--- src/rtl/vmem_arbiter.sv ---
// vmem_arbiter: shares one synchronous RAM between a priority video reader and a buffered CPU port
module vmem_arbiter #(
    parameter int ADDR_WIDTH = 16,
    parameter int DATA_WIDTH = 8
) (
    input  logic                  clk_pixel,
    input  logic                  reset,
    input  logic [ADDR_WIDTH-1:0] vid_addr,
    input  logic                  vid_rd,
    output logic [DATA_WIDTH-1:0] vid_dout,
    input  logic                  cpu_req,
    input  logic                  cpu_we,
    input  logic [ADDR_WIDTH-1:0] cpu_addr,
    input  logic [DATA_WIDTH-1:0] cpu_wdata,
    output logic                  cpu_ready,
    output logic [DATA_WIDTH-1:0] cpu_rdata,
    output logic                  cpu_rvalid,
    output logic [ADDR_WIDTH-1:0] ram_addr,
    output logic                  ram_we,
    output logic [DATA_WIDTH-1:0] ram_wdata,
    input  logic [DATA_WIDTH-1:0] ram_rdata,
    output logic [15:0]           stall_cnt
);
    typedef enum logic [1:0] {IDLE, PEND, RDWAIT} state_t;

    state_t                state_q, state_d;
    logic [ADDR_WIDTH-1:0] addr_q, addr_d;
    logic [DATA_WIDTH-1:0] wdata_q, wdata_d;
    logic                  we_q, we_d;
    logic [DATA_WIDTH-1:0] rdata_q, rdata_d;
    logic                  rvalid_q, rvalid_d;
    logic [15:0]           stall_q, stall_d;
    logic                  accept;
    logic                  cpu_issue;

    // state and datapath registers; reset drops any buffered request
    always_ff @(posedge clk_pixel or posedge reset) begin
        if (reset) begin
            state_q  <= IDLE;
            addr_q   <= '0;
            wdata_q  <= '0;
            we_q     <= 1'b0;
            rdata_q  <= '0;
            rvalid_q <= 1'b0;
            stall_q  <= '0;
        end else begin
            state_q  <= state_d;
            addr_q   <= addr_d;
            wdata_q  <= wdata_d;
            we_q     <= we_d;
            rdata_q  <= rdata_d;
            rvalid_q <= rvalid_d;
            stall_q  <= stall_d;
        end
    end

    // next state: a pending request waits out every video read, then issues
    always_comb begin
        state_d = state_q;
        case (state_q)
            IDLE:    state_d = accept ? PEND : IDLE;
            PEND:    state_d = vid_rd ? PEND : (we_q ? IDLE : RDWAIT);
            RDWAIT:  state_d = IDLE;
            default: state_d = IDLE;
        endcase
    end

    // request buffer, read capture, rvalid pulse and saturating stall count
    always_comb begin
        addr_d   = accept ? cpu_addr : addr_q;
        wdata_d  = accept ? cpu_wdata : wdata_q;
        we_d     = accept ? cpu_we : we_q;
        rdata_d  = (state_q == RDWAIT) ? ram_rdata : rdata_q;
        rvalid_d = (state_q == RDWAIT);
        stall_d  = (state_q == PEND && vid_rd && stall_q != 16'hFFFF) ? stall_q + 16'd1 : stall_q;
    end

    // outputs: video owns the RAM port whenever it reads; CPU only in an unstalled PEND
    always_comb begin
        cpu_ready  = (state_q == IDLE) && !reset;
        accept     = cpu_req && cpu_ready;
        cpu_issue  = (state_q == PEND) && !vid_rd;
        ram_addr   = cpu_issue ? addr_q : vid_addr;
        ram_we     = cpu_issue && we_q;
        ram_wdata  = wdata_q;
        vid_dout   = ram_rdata;
        cpu_rdata  = rdata_q;
        cpu_rvalid = rvalid_q;
        stall_cnt  = stall_q;
    end
endmodule

--- config.mk ---
export PLATFORM = sky130hd
export DESIGN_NAME = vmem_arbiter
export DESIGN_NICKNAME = d
export VERILOG_FILES = /design/src/rtl/vmem_arbiter.sv
export SDC_FILE = /design/constraint.sdc
export NUM_CORES = 1
export LEC_CHECK = 0
export CAP_MARGIN = 20
export CORE_MARGIN = 2
export CORE_UTILIZATION = 42
export DETAILED_ROUTE_END_ITERATION = 10
export HOLD_SLACK_MARGIN = 0.12
export PLACE_DENSITY = 0.8
export SLEW_MARGIN = 20
export SYNTH_ARGS = -nofsm -noshare
export SYNTH_HDL_FRONTEND = slang
export SYNTH_SLANG_ARGS = --single-unit
--- constraint.sdc ---
create_clock -name clk_pixel -period 2.4 [get_ports clk_pixel]
set_input_delay 0.36 -clock clk_pixel [delete_from_list [all_inputs] [get_ports clk_pixel]]
set_output_delay 0.36 -clock clk_pixel [all_outputs]
set_load 0.02 [all_outputs]
* After elaboration in Yosys (flattened, before gate mapping) *
Cells that the tools add are included.

word-level totals
  word-level logic and storage cells = 25
  output and inout port bits = 59
  register bits = 52
  memories = 0
  latch bits = 0
  ROM bits = 0
  input bits = 53
  bits in writable memories = 0

cells by class
  shifts and indexed selects = 0
  div/mod/pow operators = 0
  reductions and logical operators = 9
  $lt $le $gt $ge = 0
  equal/unequal tests = 3
  bitwise logic cells = 0
  multiply operators = 0
  add/subtract/negate cells = 1
  muxes and demuxes = 5

operators with widths
  kind                     count
  $add A16 B1 Y16 const B  1
  $mux W16                 1
  $ne A16 B16 Y1 const B   1
  $logic_and A1 B1 Y1      6
  $mux W2                  2
  $pmux W2 S2              1
  $eq A2 B1 Y1 const B     1
  $eq A2 B2 Y1 const B     1
  $logic_not A1 Y1         2
  $logic_not A2 Y1         1
  $mux W1                  1

* Logic depth before layout (Yosys ltp) *
Gate-level depths: netlist of run 1.

  depth after elaboration = 5
  gate-level depth with buffers = 5

* Least setup slack after synthesis of run 1 *
No wires, ideal clock.

  path kind = flip-flop to flip-flop
  start = reg state_q[1]
  end = reg addr_q[0]
  stages on the path, launching flop included = 6
  data arrival time = 1.809 ns
  setup time = 0.125 ns
  path buffers = 2
  setup slack = 0.466 ns
  data required time = 2.275 ns
  cell sequence = dfrtp_1 -> nor3_1 -> and2_1 -> buf_2 -> buf_4 -> mux2_2

on the way
  longest elaborated chain between the ends = 3

RTL lines
  item                    line  text
  start, declared         26    state_t state_q, state_d;
  start signal, assigned  47    state_q <= state_d;
  $logic_not A2 Y1        80    cpu_ready = (state_q == IDLE) && !reset;
  $logic_and A1 B1 Y1     80
  named net cpu_ready     15    output logic cpu_ready,
  $logic_and A1 B1 Y1     81    accept = cpu_req && cpu_ready;
  end signal, assigned    48    addr_q <= addr_d;
  end, declared           27    logic [ADDR_WIDTH-1:0] addr_q, addr_d;

The timed path passes the listed nets, and every way through them passes these cells.
A chain may end at the register's enable or synchronous reset.

* Worst setup path after layout of run 1 *
  start = in vid_rd
  end = out ram_addr[2]

on the way
  longest elaborated chain between the ends = 3

RTL lines
  item                 line  text
  start, declared      9     input logic vid_rd,
  $logic_not A1 Y1     82    cpu_issue = (state_q == PEND) && !vid_rd;
  $logic_and A1 B1 Y1  82
  $mux W16             83    ram_addr = cpu_issue ? addr_q : vid_addr;
  end, declared        18    output logic [ADDR_WIDTH-1:0] ram_addr,

Every way passes these cells.

==> summary.txt, run 1 <==
status -> finished, final reports clean
H-tree depth -> 2
Synth Area per Inst -> 13.5 sq um
Die X -> 80.6 um
VDD IR max -> 474 uV
first-pass GRT wire length -> 8420 um
placed instance area -> 0.00365 sq mm
Root Buffer -> clkbuf_8
total number of vias -> 1,773
fin crit period -> 2.29 ns
CTS sink cnt -> 52
worst endpoint required time -> 2.04 ns
gr ovfl total -> 0
Final HPWL DP -> 3950 um
Setup Fix Bufs, Post-CTS -> 0
Fillers -> 434
top cells by area, synth -> dfrtp_1 (53%), mux2_2 (23%), xor2_1 (4.3%)
number of max-cap violations -> 0
Core ar. -> 0.00557 sq mm
CTS Buf Count -> 5
vias in the first global route -> 1,793
Hold-fix buffers, CTS -> 0
period utilization -> 95.2%
TritonCTS clock tree -> done
die area -> 0.00650 sq mm
worst-path fanout max -> 18
starting density of the core -> 44.2%
P_leak -> 0.00163 uW
max_slew headroom -> 60.3%
Vias/cell -> 4.86
# setup viols final -> 0
ratio of cells with drive above 1 in the final layout -> 25.3%
Gate Count Post-Synth -> 183
row count -> 27
Slew @ Worst Pin -> 0.591 ns
Nets -> 346
pre-CTS setup slack -> -0.116 ns
# DRC -> 0
PortBufs -> 111
Critical Path Source Type -> input pin
CTS max path bufs -> 2
Post-Route WL -> 5130 um
1st-iter DRT viols -> 51
synth unique cells -> 32
Total Power -> 2820 uW
Post-DRT Antenna Nets -> 0
Final Hold Fails -> 0
Synth Warn # -> 0
antenna violations before repair -> 0
fmax -> 0.437 GHz
Critical Path End Type -> output pin
PD cells -> 757 mW/mm^2
Die Ht -> 80.6 um
Synth top area share -> 52.8%
Mapped Area -> 0.00247 sq mm
crit path kind -> in -> out
final std cell area, no fill -> 0.00373 sq mm
n_diodes -> 0
clock input transition at the sequential cells of the worst setup and hold paths -> 0.09 ns
drt wl/cell -> 14.1 um
Seq cells post-synth -> 52
total track usage -> 16.8%
Detailed Routing Iterations Pass 1 -> 4
final worst setup slack -> 0.114 ns
Area Growth Syn to Fin -> 51.2%
RSZ-0062 raised after global routing -> no
Data arrival, critical path -> 1.93 ns
Yosys top cell by area -> dfrtp_1
IO Pins -> 112
final-report max-slew violation count -> 0
Skew-Pair Late Insertion Delay -> 0.30 ns
sequential area share after synthesis -> 52.8%
Fin Clk Skew -> 0.0103 ns
largest net degree at the start of global routing -> 40
Synthesized Nets -> 237
gp weighted congestion -> 0.789
Worst Hold Class -> in -> async
-- final timing paths --
kind | start | to | slack (ns) | depth (start not counted)
max reg2reg | stall_cnt[0] | stall_cnt[12] | 0.60 | 5
min | reset | addr_q[12] | 0.36 | 2
min reg2reg | we_q | state_q[1] | 0.45 | 1
max in group asynchronous | reset | stall_cnt[13] | 1.53 | 3
min in group clk_pixel | we_q | state_q[1] | 0.45 | 1
max | vid_rd | ram_addr[2] | 0.11 | 5
-- layout by cell type, fill, tap and decap left out, drive strengths merged --
master / synthesis / final
o21ai: 2 / 2
dlygate4sd2: 0 / 16
and3: 1 / 1
nor4b: 2 / 2
ha: 1 / 1
nand3: 4 / 4
nor4: 5 / 5
or3: 1 / 1
xnor2: 1 / 1
nand2: 8 / 8
clkinvlp: 0 / 1
nor3: 8 / 8
xor2: 12 / 12
clkbuf: 1 / 7
buf: 13 / 5
dlymetal6s2s: 0 / 1
and2: 2 / 2
dfrtp: 52 / 52
nor3b: 2 / 2
nor2b: 2 / 2
and3b: 1 / 1
nand3b: 1 / 1
clkdlybuf4s50: 0 / 94
inv: 2 / 2
nand2b: 1 / 1
nand4: 4 / 4
nor2: 6 / 6
mux2: 51 / 51
-- critical path: stages --
cell and delay, ns:
clkdlybuf4s50_1 0.44, nor3b_2 0.26, buf_12 0.19, mux2_2 0.35, dlygate4sd2_1 0.32
-- cell usage after synthesis --
library cell / number
and2_1: 2
nor4_2: 1
nor4_1: 3
nand2_1: 8
nor4b_1: 2
buf_2: 3
nor2b_1: 2
nor2_1: 5
ha_1: 1
o21ai_0: 2
inv_1: 2
nor4_4: 1
nand3_1: 3
xnor2_1: 1
nor2_2: 1
nand3b_4: 1
buf_4: 10
nand3_4: 1
nand4_2: 1
clkbuf_1: 1
nand4_4: 2
and3_2: 1
or3_4: 1
and3b_1: 1
nand4_1: 1
xor2_1: 12
dfrtp_1: 52
mux2_1: 1
nand2b_1: 1
nor3_1: 8
mux2_2: 50
nor3b_1: 2
-- sequential cells by signal, summed over array words and instances, names as in the netlist --
signal,cells
we_q,1
ram_wdata,8
cpu_rvalid,1
addr_q,16
stall_cnt,16
state_q,2
cpu_rdata,8
-- kinds of logic (layout without fill, tap and decap cells) --
logic type                 count (synthesis)  count (layout)  share of synthesized area [%]
muxes                                     51              51                           23.3
and+or+nand+nor                           48              48                           14.3
xor gates and xnor gates                  13              13                           4.62
buffers and inverters                     16             126                           4.11
AOI/OAI and AO/OA                          2               2                          0.406
adders and majority gates                  1               1                          0.507
DFF                                       52              52                           52.8
-- power by group --
| part | switching (uW) | internal (uW) | total [uW] |
|---|---|---|---|
| Clock | 270 | 235 | 505 |
| Sequential | 159 | 1100 | 1260 |
| Combinational | 456 | 598 | 1050 |
-- routing by layer --
metal	track usage (%)	part of all wire [%]
met2	29.0	51
met1	20.5	42
met3	4.38	6.0
met5	0	0
met4	5.08	1.1
-- through the flow --
step	utilization, %	cells	TNS, ns	hold WS [ns]
3_3_place_gp	65.5	357	-1.46	0.429
5_1_grt	66.9	365	0	0.365
6_report	66.9	365	0	0.356
3_5_place_dp	65.5	357	-1.56	0.441
4_1_cts	66.9	365	0	0.352
2_1_floorplan	-	183	0	0.412
-- final cells by class --
type                       instances  area (sq um)  share of cell area, %
clock buffer                       7          86.3                   2.31
sequential                        52          1300                   34.9
multi-input combinational        115          1070                   28.6
inverter                           2          7.51                  0.201
clock inverter                     1          7.51                  0.201
tap                               72          90.1                   2.42
timing repair buffer             116          1170                   31.3
-- what timing repair did --
item / in CTS / in global routing
setup endpoints to repair: 16 / 1
gates resized for setup: 16 / 1
endpoints found under the hold margin: 0 / 0
Power figures use the tool's default switching activity.
==> run 2, diff against run 1 <==
- CORE_UTILIZATION: 42 -> 30
- CTS_BUF_LIST: unset -> sky130_fd_sc_hd__clkbuf_8
- PLACE_DENSITY: 0.8 -> 0.6
- SLEW_MARGIN: 20 -> unset
==> summary.txt, run 2 (synthesis results as in run 1) <==
Final Util -> 46.3% (-21 points)
Post-DRT Antenna Nets -> 0 (unchanged)
period utilization -> 96.5% (+1.3 points)
Data arrival, critical path -> 1.96 ns (+0.03 ns)
Skew-Pair Late Insertion Delay -> 0.30 ns (about the same)
Die Ht -> 94.7 um (+17%)
total track usage -> 12.8% (-4.0 points)
Hold-fix buffers, CTS -> 0 (unchanged)
Die X -> 94.7 um (+17%)
total number of vias -> 1,788 (+0.85%)
Post-Route WL -> 5360 um (+4.4%)
row count -> 33 (+22%)
met1 GRT Util -> 15.5% (-5.0 points)
vias in the first global route -> 1,874 (+4.5%)
clock input transition at the sequential cells of the worst setup and hold paths -> 0.09 ns (about the same)
P_leak -> 0.00162 uW (-0.65%)
GRT Max-Usage Layer -> met2
# DRC -> 0 (unchanged)
crit path kind -> in -> out
CTS max path bufs -> 2 (unchanged)
RSZ-0062 raised after global routing -> no
worst endpoint required time -> 2.04 ns (about the same)
largest net degree at the start of global routing -> 32 (-20%)
Worst Hold Class -> in -> async
commonest non-fill, non-tap cell in the layout -> clkdlybuf4s50_1
ratio of cells with drive above 1 in the final layout -> 25.3% (unchanged)
PortBufs -> 111 (unchanged)
VDD IR max -> 230 uV (-51%)
status -> finished, final reports clean
fin crit period -> 2.32 ns (+0.0303 ns)
H-tree depth -> 2 (unchanged)
PD cells -> 742 mW/mm^2 (-1.9%)
Vias/cell -> 4.49 (-7.5%)
starting density of the core -> 30.5% (-14 points)
Final Hold Fails -> 0 (unchanged)
Final HPWL DP -> 4090 um (+3.6%)
CTS sink cnt -> 52 (unchanged)
final-report max-slew violation count -> 0 (unchanged)
Slew @ Worst Pin -> 0.648 ns (+0.0569 ns)
# setup viols final -> 0 (unchanged)
M2 GR Usage -> 21.8% (-7.2 points)
drt wl/cell -> 13.5 um (-4.2%)
n_diodes -> 0 (unchanged)
worst-path fanout max -> 18 (unchanged)
number of max-cap violations -> 0 (unchanged)
max_slew headroom -> 56.4% (-3.8 points)
antenna violations before repair -> 0 (unchanged)
IO Pins -> 112 (unchanged)
Hold WS -> 0.415 ns (+0.0591 ns)
gp weighted congestion -> 0.771 (-2.4%)
Critical Path Source Type -> input pin
Fin Clk Skew -> 0.00490 ns (-0.00542 ns)
setup tns final -> 0 ns (unchanged)
Area Growth Syn to Fin -> 51.9%
commonest cells after routing, fill and taps aside -> clkdlybuf4s50_1 (94), dfrtp_1 (52), mux2_2 (50)
Post-Layout Cell Count -> 398 (+9.0%)
first-pass GRT wire length -> 8940 um (+6.1%)
CTS Buf Count -> 5 (unchanged)
die area -> 0.00896 sq mm (+38%)
gr ovfl total -> 0 (unchanged)
TritonCTS clock tree -> done
Critical Path End Type -> output pin
DP Cell Count -> 391 (+9.5%)
Nets -> 347 (+0.29%)
Core ar. -> 0.00809 sq mm (+45%)
1st-iter DRT viols -> 14 (-73%)
met3 usage -> 3.91% (-0.47 points)
fmax -> 0.432 GHz (-1.3%)
Detailed Routing Iterations Pass 1 -> 4 (unchanged)
Root Buffer -> clkbuf_8
==> run 2: changes by cell type in the layout (fill, tap and decap cells not counted), sizes merged <==
cell,change
dlygate4sd2,+1
inv,+1
clkbuf,-2
buf,+1
dlymetal6s2s,-1
clkinvlp,-1
clkinv,+1
==> run 2: worst max-delay path: stages <==
cell	delay, ns
clkdlybuf4s50_1	0.47
nor3b_2	0.26
buf_12	0.20
mux2_2	0.34
dlygate4sd2_1	0.32
==> run 2: area by class of cell <==
class                   instances  area (sq um)
flip-flops and latches         52          1300
multi-input cells             115          1070
inverters                       2          7.51
repair buffers                117          1160
fillers                       762          4350
clock inverters                 2          8.76
clock buffers                   5          68.8
well taps                     105           131
==> run 2: power by group <==
group / switching (uW) / internal, uW
Sequential: 152 / 1100
Combinational: 455 / 595
Clock: 280 / 195
==> run 2: stage by stage <==
stage	power [uW]	setup WS, ns	instance area, sq um
6_report	2780	0.0839	3750
4_1_cts	2830	0.0758	3750
3_5_place_dp	2370	-0.143	3690
5_1_grt	2960	0.0119	3750
3_3_place_gp	2350	-0.154	3690
2_1_floorplan	1820	0.466	2470
==> run 2: layer usage <==
metal	wire [um]	part of all wire (%)
met3	358	6.7
met4	68	1.3
met5	0	0
met2	2680	50
met1	2250	42
==> run 2: what timing repair did <==
| item | 4_1_cts | 5_1_grt |
|---|---|---|
| setup endpoints to repair | 17 | 0 |
| hold endpoints to repair | 0 | 0 |
| resized for setup | 17 | 0 |
| setup buffers | 0 | 0 |
==> run 2: path summary, 6_finish.rpt <==
kind	end	start	slack (ns)	depth (start not counted)
setup reg to reg	stall_cnt[13]	stall_cnt[0]	0.56	5
max in group asynchronous	addr_q[5]	reset	1.45	3
hold / removal	ram_wdata[7]	reset	0.41	2
hold reg to reg	state_q[1]	we_q	0.45	1
min in group clk_pixel	state_q[1]	we_q	0.45	1
setup / recovery	ram_addr[3]	vid_rd	0.08	5
